<file path="src/rtl/clock_pkg.sv">
// Shared widths and BCD wrap limits for the time-of-day counter.
package clock_pkg;

    localparam int ONES_W    = 4;
    localparam int MS_TENS_W = 3;
    localparam int HR_TENS_W = 2;

    localparam int SEC_W = ONES_W + MS_TENS_W;
    localparam int MIN_W = ONES_W + MS_TENS_W;
    localparam int HR_W  = ONES_W + HR_TENS_W;

    localparam logic [SEC_W-1:0] SEC_MAX   = 7'h59;
    localparam logic [MIN_W-1:0] MIN_MAX   = 7'h59;
    localparam logic [HR_W-1:0]  HR_MAX_24 = 6'h23;
    localparam logic [HR_W-1:0]  HR_MAX_12 = 6'h12;

    typedef enum logic {
        MODE_RUN = 1'b0,
        MODE_SET = 1'b1
    } mode_e;

endpackage

</file>
<file path="src/rtl/bcd_counter.sv">
// Two-digit packed-BCD counter: wraps from i_wrap_val to i_base_val and flags the wrap on o_carry.
module bcd_counter #(
    parameter int                  TENS_W  = 3,
    parameter logic [TENS_W+3:0]   RST_VAL = '0
) (
    input  logic              clk,
    input  logic              reset_n,
    input  logic              i_inc,
    input  logic              i_clr,
    input  logic [TENS_W+3:0] i_wrap_val,
    input  logic [TENS_W+3:0] i_base_val,
    output logic [TENS_W+3:0] o_value,
    output logic              o_carry
);
    import clock_pkg::*;

    localparam logic [TENS_W-1:0] TENS_ONE = 1;

    logic [TENS_W+3:0] r_value;
    logic [TENS_W+3:0] w_next;
    logic [3:0]        w_ones;
    logic [TENS_W-1:0] w_tens;
    logic [TENS_W-1:0] w_max_tens;
    logic [TENS_W-1:0] w_tens_next;

    assign w_ones     = r_value[3:0];
    assign w_tens     = r_value[TENS_W+3:4];
    assign w_max_tens = i_wrap_val[TENS_W+3:4];

    // Out-of-range digits fold back to zero instead of sticking in an invalid code.
    always_comb begin
        w_tens_next = (w_tens >= w_max_tens) ? '0 : w_tens + TENS_ONE;
        w_next      = r_value;
        if (r_value == i_wrap_val) begin
            w_next = i_base_val;
        end else if (w_ones >= 4'd9) begin
            w_next = {w_tens_next, 4'd0};
        end else begin
            w_next = {w_tens, w_ones + 4'd1};
        end
    end

    always_ff @(posedge clk or negedge reset_n) begin
        if (!reset_n) begin
            r_value <= RST_VAL;
        end else if (i_clr) begin
            r_value <= '0;
        end else if (i_inc) begin
            r_value <= w_next;
        end
    end

    assign o_value = r_value;
    assign o_carry = i_inc && (r_value == i_wrap_val);

endmodule

</file>
<file path="src/rtl/clock_register.sv">
// Time-of-day counter fed by clock_divider ticks and set buttons; BCD hh:mm:ss out.
// Define CLOCK_REGISTER_12HR_EN for 12-hour counting with a pm output.
module clock_register
    import clock_pkg::*;
#(
    parameter int SYNC_STAGES = 2
) (
    input  logic             clk,
    input  logic             reset_n,
    input  logic             clk_1hz,
    input  logic             clk_set,
    input  logic             set_hours,
    input  logic             set_minutes,
    output logic [HR_W-1:0]  hours,
    output logic [MIN_W-1:0] minutes,
    output logic [SEC_W-1:0] seconds,
`ifdef CLOCK_REGISTER_12HR_EN
    output logic             pm,
`endif
    output logic             sec_tick
);

`ifdef CLOCK_REGISTER_12HR_EN
    localparam logic [HR_W-1:0] HR_WRAP = HR_MAX_12;
    localparam logic [HR_W-1:0] HR_BASE = 6'h01;
    localparam logic [HR_W-1:0] HR_RST  = 6'h12;
`else
    localparam logic [HR_W-1:0] HR_WRAP = HR_MAX_24;
    localparam logic [HR_W-1:0] HR_BASE = 6'h00;
    localparam logic [HR_W-1:0] HR_RST  = 6'h00;
`endif

    logic [SYNC_STAGES-1:0] r_sync_h;
    logic [SYNC_STAGES-1:0] r_sync_m;
    logic                   r_prev_1hz;
    logic                   r_prev_set;
    logic                   r_sec_tick;

    logic  w_sh, w_sm, w_tick_1hz, w_tick_set;
    logic  w_sec_inc, w_min_inc, w_hr_inc;
    logic  w_sec_carry, w_min_carry, w_hr_carry;
    mode_e w_mode;

    always_ff @(posedge clk or negedge reset_n) begin
        if (!reset_n) begin
            r_sync_h   <= '0;
            r_sync_m   <= '0;
            r_prev_1hz <= 1'b0;
            r_prev_set <= 1'b0;
        end else begin
            r_sync_h   <= {r_sync_h[SYNC_STAGES-2:0], set_hours};
            r_sync_m   <= {r_sync_m[SYNC_STAGES-2:0], set_minutes};
            r_prev_1hz <= clk_1hz;
            r_prev_set <= clk_set;
        end
    end

    assign w_sh       = r_sync_h[SYNC_STAGES-1];
    assign w_sm       = r_sync_m[SYNC_STAGES-1];
    assign w_tick_1hz = clk_1hz & ~r_prev_1hz;
    assign w_tick_set = clk_set & ~r_prev_set;
    assign w_mode     = (w_sh | w_sm) ? MODE_SET : MODE_RUN;

    // Setting never ripples carries between fields; each button drives its own field.
    assign w_sec_inc = (w_mode == MODE_RUN) && w_tick_1hz;
    assign w_min_inc = (w_mode == MODE_RUN) ? w_sec_carry : (w_tick_set && w_sm);
    assign w_hr_inc  = (w_mode == MODE_RUN) ? w_min_carry : (w_tick_set && w_sh);

    bcd_counter #(.TENS_W(MS_TENS_W), .RST_VAL(7'h00)) u_sec (
        .clk        (clk),
        .reset_n    (reset_n),
        .i_inc      (w_sec_inc),
        .i_clr      (w_mode == MODE_SET),
        .i_wrap_val (SEC_MAX),
        .i_base_val (7'h00),
        .o_value    (seconds),
        .o_carry    (w_sec_carry)
    );

    bcd_counter #(.TENS_W(MS_TENS_W), .RST_VAL(7'h00)) u_min (
        .clk        (clk),
        .reset_n    (reset_n),
        .i_inc      (w_min_inc),
        .i_clr      (1'b0),
        .i_wrap_val (MIN_MAX),
        .i_base_val (7'h00),
        .o_value    (minutes),
        .o_carry    (w_min_carry)
    );

    bcd_counter #(.TENS_W(HR_TENS_W), .RST_VAL(HR_RST)) u_hr (
        .clk        (clk),
        .reset_n    (reset_n),
        .i_inc      (w_hr_inc),
        .i_clr      (1'b0),
        .i_wrap_val (HR_WRAP),
        .i_base_val (HR_BASE),
        .o_value    (hours),
        .o_carry    (w_hr_carry)
    );

    // Any increment always changes its field, so the pulse only needs the enables.
    always_ff @(posedge clk or negedge reset_n) begin
        if (!reset_n) begin
            r_sec_tick <= 1'b0;
        end else begin
            r_sec_tick <= w_sec_inc | w_min_inc | w_hr_inc
                        | ((w_mode == MODE_SET) && (seconds != '0));
        end
    end

    assign sec_tick = r_sec_tick;

`ifdef CLOCK_REGISTER_12HR_EN
    logic r_pm;

    always_ff @(posedge clk or negedge reset_n) begin
        if (!reset_n) begin
            r_pm <= 1'b0;
        end else if (w_hr_inc && (hours == 6'h11)) begin
            r_pm <= ~r_pm;
        end
    end

    assign pm = r_pm;
`endif

    logic w_unused;
    assign w_unused = w_hr_carry;

endmodule

</file>
<file path="config.mk">
export PLATFORM = sky130hd
export DESIGN_NAME = clock_register
export DESIGN_NICKNAME = d
export VERILOG_FILES = /design/src/rtl/clock_pkg.sv /design/src/rtl/bcd_counter.sv /design/src/rtl/clock_register.sv
export SDC_FILE = /design/constraint.sdc
export NUM_CORES = 1
export LEC_CHECK = 0
export ABC_AREA = 1
export BUFFER_PORTS_ARGS = -buffer_cell sky130_fd_sc_hd__buf_2
export CAP_MARGIN = 20
export CORE_MARGIN = 2
export CORE_UTILIZATION = 30
export CTS_BUF_LIST = sky130_fd_sc_hd__clkbuf_2 sky130_fd_sc_hd__clkbuf_4 sky130_fd_sc_hd__clkbuf_8
export DETAILED_ROUTE_END_ITERATION = 7
export GPL_ROUTABILITY_DRIVEN = 0
export PLACE_DENSITY_LB_ADDON = 0.1
export SLEW_MARGIN = 10
export SYNTH_ARGS = -nofsm -noshare
export SYNTH_HDL_FRONTEND = slang
export SYNTH_SLANG_ARGS = --single-unit
</file>
<file path="constraint.sdc">
create_clock -name clk -period 1.3 [get_ports clk]
set_input_delay 0.26 -clock clk [delete_from_list [all_inputs] [get_ports clk]]
set_output_delay 0.26 -clock clk [all_outputs]
set_load 0.05 [all_outputs]
</file>
==> flow_summary.toml <==
[layout]
area_delta_synth_final_pct = 55.0
layout-drive-gt1-share = 0.551
seqCellArea_um2 = 694
fillCellCount = 475
multi_input_area_um2 = 942
fin_nets = 257
diodes = 0
instances_no_fill = 306

[sta]
rsz0062_at_grt = "true"
setup_viol = 23
max-slew-margin-rel = 0.762
fmax_ghz = 0.692
tightestPinTransition_ps = 356
worst_slack_ps = -145
hold_violations = 0
fin_crit_ps = 1440
fin_worst_skew_ps = 3.82
drv_slew = 0
min_period_over_period = 1.11

[global_routing]
antenna_found_initial = 0
grt_max_degree = 28
grt_pass1_wl_um = 5980
grt_overflow = 0
grtUsageTotal = 0.127
grt_pass1_vias = 1339

[power_and_ir_drop]
irDropWorstVdd_v = 0.000538
leakagePower_uw = 0.00117
p_per_area_mw_per_mm2 = 1420

[die]
die_h_um = 75.9
ios = 27
core_mm2 = 0.00504
die_w_um = 75.9
start_util = 0.308
rows = 26
fp.dieArea_mm2 = 0.00576

[placed_design]
portBuffers = 26
pre_cts_ws_ps = -163
dp.cells = 291
post-dp-hpwl_um = 2560

[cts]
insertion_delay_ps = 280
cts.clk_slew.worst_paths_ps = 100
clockBufferDepth = 2
cts-root-buf = "clkbuf_8"
htreeDepth = 1
cts.sinks = 27
cts_tree = "yes"
cts-buffers-inserted = 3

[worst_setup_path]
required_ps = 1510
critPathSlowestCell = "dfrtp_2"
crit_path_frequent_cell = "o21ai_4"
start_kind = "register"
end_kind = "register"
worstSetupPathType = "register to register"
crit_chain = "ha_4 -> buf_4 -> o21ai_4 -> o21ai_4 -> inv_2 -> nand2_1 -> o21ai_1"
critPathMaxFanout = 5
arrival_ps = 1650
slowest_delay_ps = 450

[yosys]
synth-seq-cells = 27
synth.distinct_cells = 24
yosysSeqAreaShare = 0.435
yosysWarnings = 0
synth_nets = 188
synth_area_mm2 = 0.00155
syn_inst = 168
avgSynthCellArea_um2 = 9.24

[flow_run]
max-cap-violations = 0

[detailed_routing]
wl_per_cell_um = 11.5
first_iter_violations = 34
viasPerCell = 4.43
vias = 1355
totalWireLength_um = 3520
antenna_left = 0
drtPass1Iterations = 4
drc = 0

[worst_hold_path]
hold_path.class = "input port to register"

[outcome]
violations = "negative setup slack"
status = "finished, violations left"
==> worst paths after layout <==
path	from	to	slack [ps]	cells past startpoint
min in group asynchronous	reset_n	u_min.o_value[0]	500	3
worst min-delay path	set_minutes	r_sync_m[0]	80	1
max in group asynchronous	reset_n	u_sec.o_value[5]	510	3
worst min register to register	r_sync_m[0]	r_sync_m[1]	360	0
worst max-delay path	u_sec.o_value[0]	u_sec.o_value[4]	-140	7
worst max register to register	u_sec.o_value[0]	u_sec.o_value[4]	-140	7
==> power breakdown <==
part           switching, uW  internal, uW
Combinational           1070           688
Sequential               137          1010
Clock                    286           218
==> through the flow <==
stage / area (um^2) / utilization / power, uW / setup TNS [ps] / hold WS (ps)
after floorplan: 1600 / - / 2160 / -2840 / -35.6
after CTS: 2200 / 0.437 / 3350 / -1220 / 66.9
final: 2400 / 0.477 / 3410 / -1910 / 76.2
after detailed placement: 2020 / 0.401 / 2690 / -1270 / 295
after global placement: 2020 / 0.401 / 2680 / -954 / 284
after global routing: 2400 / 0.477 / 3670 / -3800 / 60.9
==> repair_timing <==
action	CTS	global route
hold buffers	1	0
resized for setup	30	51
setup endpoints to repair	27	34
setup buffers	3	8
cloned	0	0
hold endpoints to repair	27	0
pin swaps	3	8
==> synthesized netlist by cell type <==
cell type | count | area, um^2
nor3_1 | 3 | 15.0
xnor2_1 | 2 | 17.5
nand3b_1 | 2 | 15.0
a21oi_1 | 4 | 20.0
nand2_4 | 3 | 33.8
nor2_1 | 8 | 30.0
and3_1 | 1 | 6.26
o21ai_2 | 1 | 8.76
inv_4 | 1 | 6.26
nor3_4 | 1 | 16.3
o31ai_1 | 2 | 15.0
xor2_1 | 3 | 26.3
dfrtp_1 | 27 | 676
o22ai_1 | 1 | 6.26
inv_1 | 23 | 86.3
nor2_4 | 3 | 33.8
nand4_1 | 4 | 25.0
nand3_1 | 18 | 90.1
ha_1 | 14 | 175
nand2_8 | 3 | 60.1
nand2_1 | 29 | 109
nand3_2 | 1 | 10.0
o21ai_1 | 2 | 10.0
o21ai_0 | 12 | 60.1
==> cells in the final DEF (no fill, tap or decap), types with 3 or more instances in the layout <==
cell type  count
buf_6         17
dfrtp_1       12
nand2_4        4
nand2_2       10
nand2_1       18
a21oi_1        4
ha_1          10
o21ai_0        3
ha_4           3
nand3_1       14
clkbuf_8       3
nor2_1         8
nand2_8        3
nand3_2        4
inv_1         17
nand4_1        4
nor2_4         3
o21ai_1        5
buf_2         10
o21ai_2        5
dfrtp_2       15
inv_2          5
clkbuf_4       5
xor2_1         3
buf_4         29
==> critical path: cells and delay by family, from the launching register on <==
kind | cells | cell delay (ps)
flops | 1 | 450
simple gates | 1 | 50
buf+inv | 2 | 240
fa+ha+maj | 1 | 180
compound gates | 3 | 450
==> kinds of logic after synthesis <==
| group | synth area share |
|---|---|
| flip-flops | 0.435 |
| AND/OR/NAND/NOR | 0.286 |
| AO/OA/AOI/OAI | 0.0774 |
| XOR/XNOR | 0.0282 |
| buffers and inverters | 0.0597 |
| adder cells (fa/ha/maj) | 0.113 |
==> state kept, by name (all words and copies together), names as in the netlist <==
signal,cells
r_sync_h,2
sec_tick,1
r_prev_1hz,1
u_sec.o_value,7
u_min.o_value,7
u_hr.o_value,6
r_prev_set,1
r_sync_m,2
==> cell type report <==
cell class	count	share of cell area
clock inverter	1	0.00312
inverter	24	0.0395
sequential	27	0.289
tap	70	0.0364
clock buffer	3	0.0172
timing repair buffer	64	0.223
multi-input combinational	117	0.392
==> routing by layer <==
layer	GRT usage	part of all wire	vias up
met5	0	0	-
met4	0.0491	0.011	0
met3	0.0190	0.024	4
met2	0.222	0.52	20
met1	0.159	0.44	642
li1	-	-	689
(Power assumes the default switching activity.)
